[src/rtl/id_ex_pkg.sv]
// Shared definitions for the ID/EX pipeline stage: default field widths,
// state encoding and the packed payload layout carried from decode to execute.
package id_ex_pkg;

   localparam int DEF_DATA_W = 32;
   localparam int DEF_REG_W  = 5;
   localparam int DEF_WB_W   = 2;
   localparam int DEF_M_W    = 3;
   localparam int DEF_EX_W   = 4;

   // Occupancy of the stage: nothing held, main entry only, main plus skid.
   typedef enum logic [1:0] {
      S_EMPTY = 2'd0,
      S_FULL  = 2'd1,
      S_SKID  = 2'd2
   } state_e;

   // Payload at the default widths. The stage packs its ports in this same
   // field order (control first, then operands, then specifiers).
   typedef struct packed {
      logic [DEF_WB_W-1:0]   wb;
      logic [DEF_M_W-1:0]    m;
      logic [DEF_EX_W-1:0]   ex;
      logic [DEF_DATA_W-1:0] data_a;
      logic [DEF_DATA_W-1:0] data_b;
      logic [DEF_DATA_W-1:0] imm;
      logic [DEF_REG_W-1:0]  rs;
      logic [DEF_REG_W-1:0]  rt;
      logic [DEF_REG_W-1:0]  rd;
   } payload_t;

   // Total bits of one beat for an arbitrary set of field widths.
   function automatic int payload_width(input int data_w, input int reg_w,
                                        input int wb_w, input int m_w,
                                        input int ex_w);
      return wb_w + m_w + ex_w + 3 * data_w + 3 * reg_w;
   endfunction

endpackage

[src/rtl/id_ex_entry.sv]
// One payload register of the ID/EX stage: loads on demand, clears synchronously.
module id_ex_entry #(
   parameter int W = 1
) (
   input  logic         clock,
   input  logic         clear,
   input  logic         load,
   input  logic [W-1:0] d,
   output logic [W-1:0] q
);

   logic [W-1:0] data_q;
   logic [W-1:0] data_d;

   // Next payload: clear wins over load, otherwise hold.
   always_comb begin
      // NOTE: default assigned first so every path drives data_d and no latch is inferred.
      data_d = data_q;
      if (clear) begin
         // NOTE: the payload is cleared on reset so a freshly reset stage shows all-zero outputs.
         data_d = '0;
      end else if (load) begin
         data_d = d;
      end
   end

   // Payload register.
   always_ff @(posedge clock) begin
      // NOTE: non-blocking so every flop samples its pre-edge inputs regardless of block order.
      data_q <= data_d;
   end

   assign q = data_q;

endmodule

[src/rtl/id_ex_stage.sv]
// ID/EX pipeline stage with valid/ready handshakes on both sides, an optional
// skid entry for a registered in_ready, flush to bubble, and control zeroing
// whenever no beat is presented.
module id_ex_stage
   import id_ex_pkg::*;
#(
   parameter int DATA_W = DEF_DATA_W,
   parameter int REG_W  = DEF_REG_W,
   parameter int WB_W   = DEF_WB_W,
   parameter int M_W    = DEF_M_W,
   parameter int EX_W   = DEF_EX_W,
   parameter int SKID   = 1
) (
   input  logic              clock,
   input  logic              reset,
   input  logic              flush,
   input  logic              in_valid,
   output logic              in_ready,
   input  logic [WB_W-1:0]   WB,
   input  logic [M_W-1:0]    M,
   input  logic [EX_W-1:0]   EX,
   input  logic [DATA_W-1:0] DataA,
   input  logic [DATA_W-1:0] DataB,
   input  logic [DATA_W-1:0] imm_value,
   input  logic [REG_W-1:0]  RegRs,
   input  logic [REG_W-1:0]  RegRt,
   input  logic [REG_W-1:0]  RegRd,
   output logic              out_valid,
   input  logic              out_ready,
   output logic [WB_W-1:0]   WBreg,
   output logic [M_W-1:0]    Mreg,
   output logic [EX_W-1:0]   EXreg,
   output logic [DATA_W-1:0] DataAreg,
   output logic [DATA_W-1:0] DataBreg,
   output logic [DATA_W-1:0] imm_valuereg,
   output logic [REG_W-1:0]  RegRsreg,
   output logic [REG_W-1:0]  RegRtreg,
   output logic [REG_W-1:0]  RegRdreg
);

   localparam int PAY_W = payload_width(DATA_W, REG_W, WB_W, M_W, EX_W);

   state_e state_q;
   state_e state_d;

   logic             accept;
   logic             retire;
   logic             load_main;
   logic             load_skid;
   logic             main_from_skid;
   logic [PAY_W-1:0] in_pay;
   logic [PAY_W-1:0] main_in;
   logic [PAY_W-1:0] main_pay;
   logic [PAY_W-1:0] skid_pay;

   logic [WB_W-1:0]  wb_main;
   logic [M_W-1:0]   m_main;
   logic [EX_W-1:0]  ex_main;

   assign in_pay    = {WB, M, EX, DataA, DataB, imm_value, RegRs, RegRt, RegRd};
   assign accept    = in_valid && in_ready;
   assign retire    = out_valid && out_ready;
   assign out_valid = (state_q != S_EMPTY);

   // Next-state and entry-load decisions; flush drops everything held or arriving.
   always_comb begin
      state_d        = state_q;
      load_main      = 1'b0;
      load_skid      = 1'b0;
      main_from_skid = 1'b0;
      if (flush) begin
         state_d = S_EMPTY;
      end else begin
         unique case (state_q)
            S_EMPTY: begin
               if (accept) begin
                  load_main = 1'b1;
                  state_d   = S_FULL;
               end
            end
            S_FULL: begin
               if (accept && retire) begin
                  load_main = 1'b1;
               end else if (accept) begin
                  load_skid = 1'b1;
                  state_d   = S_SKID;
               end else if (retire) begin
                  state_d = S_EMPTY;
               end
            end
            S_SKID: begin
               if (retire) begin
                  load_main      = 1'b1;
                  main_from_skid = 1'b1;
                  state_d        = S_FULL;
               end
            end
            default: state_d = S_EMPTY;
         endcase
      end
   end

   // State register; reset dominates flush and normal transfers.
   always_ff @(posedge clock) begin
      if (reset) begin
         state_q <= S_EMPTY;
      end else begin
         state_q <= state_d;
      end
   end

   assign main_in = main_from_skid ? skid_pay : in_pay;

   id_ex_entry #(.W(PAY_W)) u_main (
      .clock (clock),
      .clear (reset),
      .load  (load_main),
      .d     (main_in),
      .q     (main_pay)
   );

   id_ex_entry #(.W(PAY_W)) u_skid (
      .clock (clock),
      .clear (reset),
      .load  (load_skid),
      .d     (in_pay),
      .q     (skid_pay)
   );

   generate
      if (SKID != 0) begin : g_skid_ready
         logic in_ready_q;
         logic in_ready_d;

         // Ready for the next cycle is known from the next state alone.
         always_comb begin
            in_ready_d = (state_d != S_SKID);
         end

         // Registered in_ready breaks the ready path back into decode.
         always_ff @(posedge clock) begin
            if (reset) begin
               in_ready_q <= 1'b1;
            end else begin
               in_ready_q <= in_ready_d;
            end
         end

         assign in_ready = in_ready_q;
      end else begin : g_flow_ready
         assign in_ready = out_ready || !out_valid;
      end
   endgenerate

   assign {wb_main, m_main, ex_main, DataAreg, DataBreg, imm_valuereg,
           RegRsreg, RegRtreg, RegRdreg} = main_pay;

   // A bubble must never write a register or memory, so control reads zero.
   assign WBreg = out_valid ? wb_main : '0;
   assign Mreg  = out_valid ? m_main  : '0;
   assign EXreg = out_valid ? ex_main : '0;

endmodule
[config.mk]
export PLATFORM = sky130hd
export DESIGN_NAME = id_ex_stage
export DESIGN_NICKNAME = d
export VERILOG_FILES = /design/src/rtl/id_ex_pkg.sv /design/src/rtl/id_ex_entry.sv /design/src/rtl/id_ex_stage.sv
export SDC_FILE = /design/constraint.sdc
export NUM_CORES = 1
export LEC_CHECK = 0
export ABC_AREA = 0
export BUFFER_PORTS_ARGS = -buffer_cell sky130_fd_sc_hd__buf_2
export CAP_MARGIN = 20
export CORE_MARGIN = 2
export CORE_UTILIZATION = 40
export DETAILED_ROUTE_END_ITERATION = 10
export HOLD_SLACK_MARGIN = 0.03
export PLACE_DENSITY = 0.64
export SYNTH_ARGS = -nofsm -noshare
export SYNTH_HDL_FRONTEND = slang
export SYNTH_HIERARCHICAL = 1
export SYNTH_SLANG_ARGS = --single-unit
[constraint.sdc]
create_clock -name clock -period 2.6 [get_ports clock]
set_clock_uncertainty 0.05 [all_clocks]
set_input_delay 0.26 -clock clock [delete_from_list [all_inputs] [get_ports clock]]
set_output_delay 0.26 -clock clock [all_outputs]
set_load 0.03 [all_outputs]
Word level (Yosys, flattened, before mapping)
Cells that the tools add are included.
W data, S select, Z words.
{"block": "word_totals", "ff_bits": 243, "inputBits": 125, "output_inout_bits": 122}
{"block": "op_classes", "muxes": 21, "eq_ne": 3, "reduce_logical": 5}
{"cell": "$mux W120", "n": 1}
{"cell": "$mux W2", "n": 7}
{"cell": "$mux W1", "n": 9}
{"cell": "$pmux W2 S3", "n": 1}
{"cell": "$mux W4", "n": 1}
{"cell": "$logic_and A1 B1 Y1", "n": 3}
{"cell": "$mux W3", "n": 1}
{"cell": "$pmux W1 S3", "n": 1}
{"cell": "$eq A2 B1 Y1 const B", "n": 1}
{"cell": "$eq A2 B2 Y1 const B", "n": 1}
{"cell": "$logic_not A2 Y1", "n": 1}
{"cell": "$ne A2 B2 Y1 const B", "n": 1}
{"cell": "$reduce_bool A2 Y1", "n": 1}

Depth between registers and ports, before layout
{"block": "logic_depth", "depth_word": 8, "ltp_mapped": 8}

Modules after synthesis
Netlist, hierarchy kept.
{"module": "id_ex_entry", "n_inst": 2, "cells_each": 387, "area_per_inst_um2": 4346.7}
{"module": "id_ex_stage", "n_inst": 1, "cells_each": 161, "area_per_inst_um2": 2198.4}

Least setup slack after synthesis
No wires, ideal clock.
{"block": "synth_timing", "path_kind": "reg-to-reg", "from": "register g_skid_ready.in_ready_q, in the netlist in_ready", "to": "register u_main.data_q[100], in the netlist u_main/q[100]", "path_stages_with_launch": 9, "period_less_slack_ns": 1.720, "path_slack_ns": 0.880, "arrival_time_ns": 1.543, "setup_time_ns": 0.128, "t_required_ns": 2.422, "cell_sequence": "dfxtp_1 and3b_1 nand2_1 a21oi_1 buf_4 buf_12 buf_12 mux2i_1 nor2_1"}
{"block": "synth_between", "elab_chain_len": 5}
{"item": "start, declared", "line_no": "id_ex_stage.sv:132", "text": "logic in_ready_q;"}
{"item": "start signal, assigned", "line_no": "id_ex_stage.sv:145", "text": "in_ready_q <= in_ready_d;"}
{"item": "$logic_and A1 B1 Y1 (*)", "line_no": "id_ex_stage.sv:61", "text": "assign accept = in_valid && in_ready;"}
{"item": "$logic_and A1 B1 Y1", "line_no": "id_ex_stage.sv:82", "text": "if (accept && retire) begin"}
{"item": "$mux W1", "line_no": "id_ex_stage.sv:82"}
{"item": "$pmux W1 S3 (*)", "line_no": "id_ex_stage.sv:74", "text": "unique case (state_q)"}
{"item": "$mux W1 (*)", "line_no": "id_ex_stage.sv:71", "text": "if (flush) begin"}
{"item": "via load_main", "line_no": "id_ex_stage.sv:48", "text": "logic load_main;"}
{"item": "end signal, assigned", "line_no": "id_ex_entry.sv:30", "text": "data_q <= data_d;"}
{"item": "end, declared", "line_no": "id_ex_entry.sv:12", "text": "logic [W-1:0] data_q;"}
Mark *: on every way through the listed nets, which the timed path passes. The rest lies on a longest branch.
A chain may end at the register's enable or synchronous reset.

Worst setup path after layout
{"block": "layout_timing", "from": "register state_q[1]", "to": "register u_main.data_q[7], in the netlist u_main/q[7]"}
{"block": "layout_between", "elab_chain_len": 6}
{"item": "start, declared", "line_no": "id_ex_stage.sv:43", "text": "state_e state_q;"}
{"item": "start signal, assigned", "line_no": "id_ex_stage.sv:108", "text": "state_q <= state_d;"}
{"item": "$reduce_bool A2 Y1", "line_no": "id_ex_stage.sv:63", "text": "assign out_valid = (state_q != S_EMPTY);"}
{"item": "$logic_and A1 B1 Y1", "line_no": "id_ex_stage.sv:62", "text": "assign retire = out_valid && out_ready;"}
{"item": "$mux W1", "line_no": "id_ex_stage.sv:92", "text": "if (retire) begin"}
{"item": "$mux W1 (*)", "line_no": "id_ex_stage.sv:74"}
{"item": "$mux W1 (*)", "line_no": "id_ex_stage.sv:71"}
{"item": "$mux W120 (*)", "line_no": "id_ex_stage.sv:112", "text": "assign main_in = main_from_skid ? skid_pay : in_pay;"}
{"item": "via main_in[7]", "line_no": "id_ex_stage.sv:52", "text": "logic [PAY_W-1:0] main_in;"}
Marked as above.

==> metrics.md <==
| Metric | Value |
|---|---|
| Status | `completed` |
| TritonCTS Buffers | `27` |
| Congestion Overflow GR | `0` |
| IO Pins | `247` |
| Yosys reg bits | `243` |
| Synth Cell Area | `10900 um^2` |
| CTS resizes | `0` |
| HP Start | `in_valid` |
| PD cells | `616 nW/um^2` |
| Tot Pwr | `8.70 mW` |
| Largest net degree at the start of global routing | `roughly 110` |
| Detailed-route wire length | `24000 um` |
| Die W | `169 um` |
| RSZ-0062 raised after global routing | `false` |
| First-pass GRT wire length | `39000 um` |
| Critical Path End Type | `flop` |
| Vias | `between 7000 and 8000` |
| Post-synthesis cell type count | `22` |
| Placement-stage cell area | `between 10000 and 15000 um^2` |
| Clock tree buffer depth | `3` |
| Critical Path Source | `state_q[1]` |
| Pleak | `6.03 nW` |
| Max_slew headroom | `39.4%` |
| Startpoint types | `flop` |
| Antenna violations before repair | `1` |
| Final Cell Area | `14100 um^2` |
| Reg2reg start | `state_q[1]` |
| Worst Path Arrival | `between 2000 and 2500 ps` |
| IR Drop Worst-Case VDD | `~0.43 mV` |
| Hold Buf Count CTS | `between 100 and 150` |
| Clk pin slew, worst setup/hold paths | `60 ps` |
| Worst path cell trace | `nand3b_4 -> nor2_4 -> buf_12 -> mux2_2 -> mux2i_1 -> nor2_1` |
| Die ar. | `28600 um^2` |
| Sequential-to-total area share from yosys stat | `44.7%` |
| Pre-CTS WS | `551 ps` |
| Min-delay worst type | `input port to flop` |
| # Post-CTS Setup Buffers | `0` |
| Slew @ Worst Pin | `910 ps` |
| Via count of the first global-routing pass | `approximately 7800` |
| Final nets | `roughly 1400` |
| Total negative slack | `0 ps` |
| Post-route DRC | `0` |
| Post-layout util | `52.5%` |
| Syn Area/Cell | `11.6 um^2` |
| Root Driver | `clkbuf_16` |
| Die Y | `approximately 170 um` |
| Max FO, Critical Path | `69` |
| Core area | `roughly 27000 um^2` |
| Worst-Skew Late Latency | `520 ps` |
| Syn Inst Count | `935` |
| Initial DRT Pass Iterations | `4` |
| # rows | `60` |
| Routed length per instance | `14.6 um` |
| CTS tree | `built` |
| WS Path Type | `flop to flop` |
| Area Overhead vs Synth | `29.6%` |
| Minimum clock period | `between 2000 and 2500 ps` |
| Starting density of the core | `40.5%` |
| GP Congestion | `between 0.7 and 0.8` |
| Depth of the CTS H-tree | `1` |
| Final setup viols | `0` |
| Fin. Hold Viols | `0` |
| Min setup slack post-route | `around 530 ps` |
| IO Port Bufs | `246` |
| Max Cap Violations | `0` |
| Yosys warns | `6` |
| Period utilization | `79.5%` |
| Clock sink count | `243` |
| DR vias/cell | `4.67` |
| Crit-path max cell delay | `470 ps` |
| Layout cells sized above 1 | `33.0%` |
| DP Wirelength | `14500 um` |
| Final antenna-violating net count | `0` |
| Syn_nets | `1060` |
| F_max | `0.484 GHz` |
| CP max stage cell | `dfxtp_1` |
| Fin. max-slew vios | `0` |
| GRT Util Overall | `~16%` |
| Initial drt markers | `358` |
| CP required | `2920 ps` |
[synthesized netlist by cell type]
library cell  count  share of area, %
nand2b_1          1             0.057
or4_1             1             0.069
mux2i_1         241                22
nor4_1            2              0.11
nor2b_1           9              0.52
nand2_1           2             0.069
dfxtp_1         243                45
buf_4             8              0.55
mux2_4          100                14
nor2_1          241               8.3
clkbuf_1         24              0.83
o41ai_1           1             0.080
inv_1             1             0.034
xnor2_1           1             0.080
buf_12           33               6.1
and3b_1           1             0.080
mux2_2           20               2.1
buf_2             2             0.092
nor2_4            1              0.10
nand3b_4          1              0.18
a21oi_1           1             0.046
or3_1             1             0.057
[cells in the final DEF (no fill, tap or decap), types with 2 or more instances in the layout]
master and count:
buf_2 245, buf_4 12, mux2_4 100, clkbuf_1 7, clkbuf_8 9, clkinv_2 3, nor2_1 241, nand2_1 2
buf_12 8, mux2i_1 241, clkbuf_16 27, mux2_2 20, nor2b_1 9, dlygate4sd3_1 123, dfxtp_1 243
[logic make-up (layout without fill, tap and decap cells)]
| logic type | count (synthesis) | after routing | share of synthesized area (%) |
|---|---|---|---|
| other cells | 0 | 1 | 0 |
| simple gates | 260 | 260 | 9.56 |
| compound gates | 2 | 2 | 0.126 |
| mux | 361 | 361 | 38.0 |
| flops | 243 | 243 | 44.7 |
| buf+inv | 68 | 438 | 7.57 |
| xor+xnor | 1 | 1 | 0.0804 |
[where the power goes]
group | switching [mW] | leakage [nW] | total (mW) | internal [mW]
clock network | 1.49 | 0.436 | 3.75 | 2.26
registers | 0.0567 | 1.97 | 3.89 | 3.84
logic | 0.539 | 3.62 | 1.06 | 0.518
total | 2.08 | 6.03 | 8.70 | 6.61
[flip-flops by register name (all words and copies together) (netlist names)]
signal and count:
u_main/q 120, u_skid/q 120, state_q 2, in_ready 1
[routing by layer]
layer	share of wire [%]	wire length, um	GRT usage, %	vias to the layer above
met5	0	0	0	-
met4	2.5	592	4.79	0
met3	6.0	1440	3.72	46
met2	45	10700	27.5	189
met1	47	11200	21.0	3583
li1	-	-	-	3872
[stage by stage]
stage                     instances  hold slack, ps
after global routing           1647             145
after global placement         1475             414
final                          1647             130
after floorplan                 935             286
after CTS                      1646             108
after detailed placement       1475             426
[critical path, delay by kind of cell, from the launching register on]
family	cells	cell delay [ps]
muxes	2	550
and+or+nand+nor	3	360
DFF	1	470
buffers and inverters	1	460
[path summary, 6_finish.rpt]
kind / end / slack, ps / cells after the start
worst max-delay path: u_main/q[7] / 530 / 6
worst min-delay path: state_q[0] / 130 / 4
worst max register to register: u_main/q[7] / 530 / 6
worst min register to register: u_main/q[113] / 430 / 2
[area by class of cell]
type | instances | area (um^2)
Fill cell | 2386 | 12800
Multi-Input combinational cell | 624 | 5220
Sequential cell | 243 | 4860
Timing Repair Buffer | 389 | 2720
Clock buffer | 43 | 826
Tap cell | 341 | 427
Clock inverter | 5 | 53.8
Inverter | 1 | 3.75
Antenna cell | 1 | 2.50
Power figures use the tool's default switching activity.
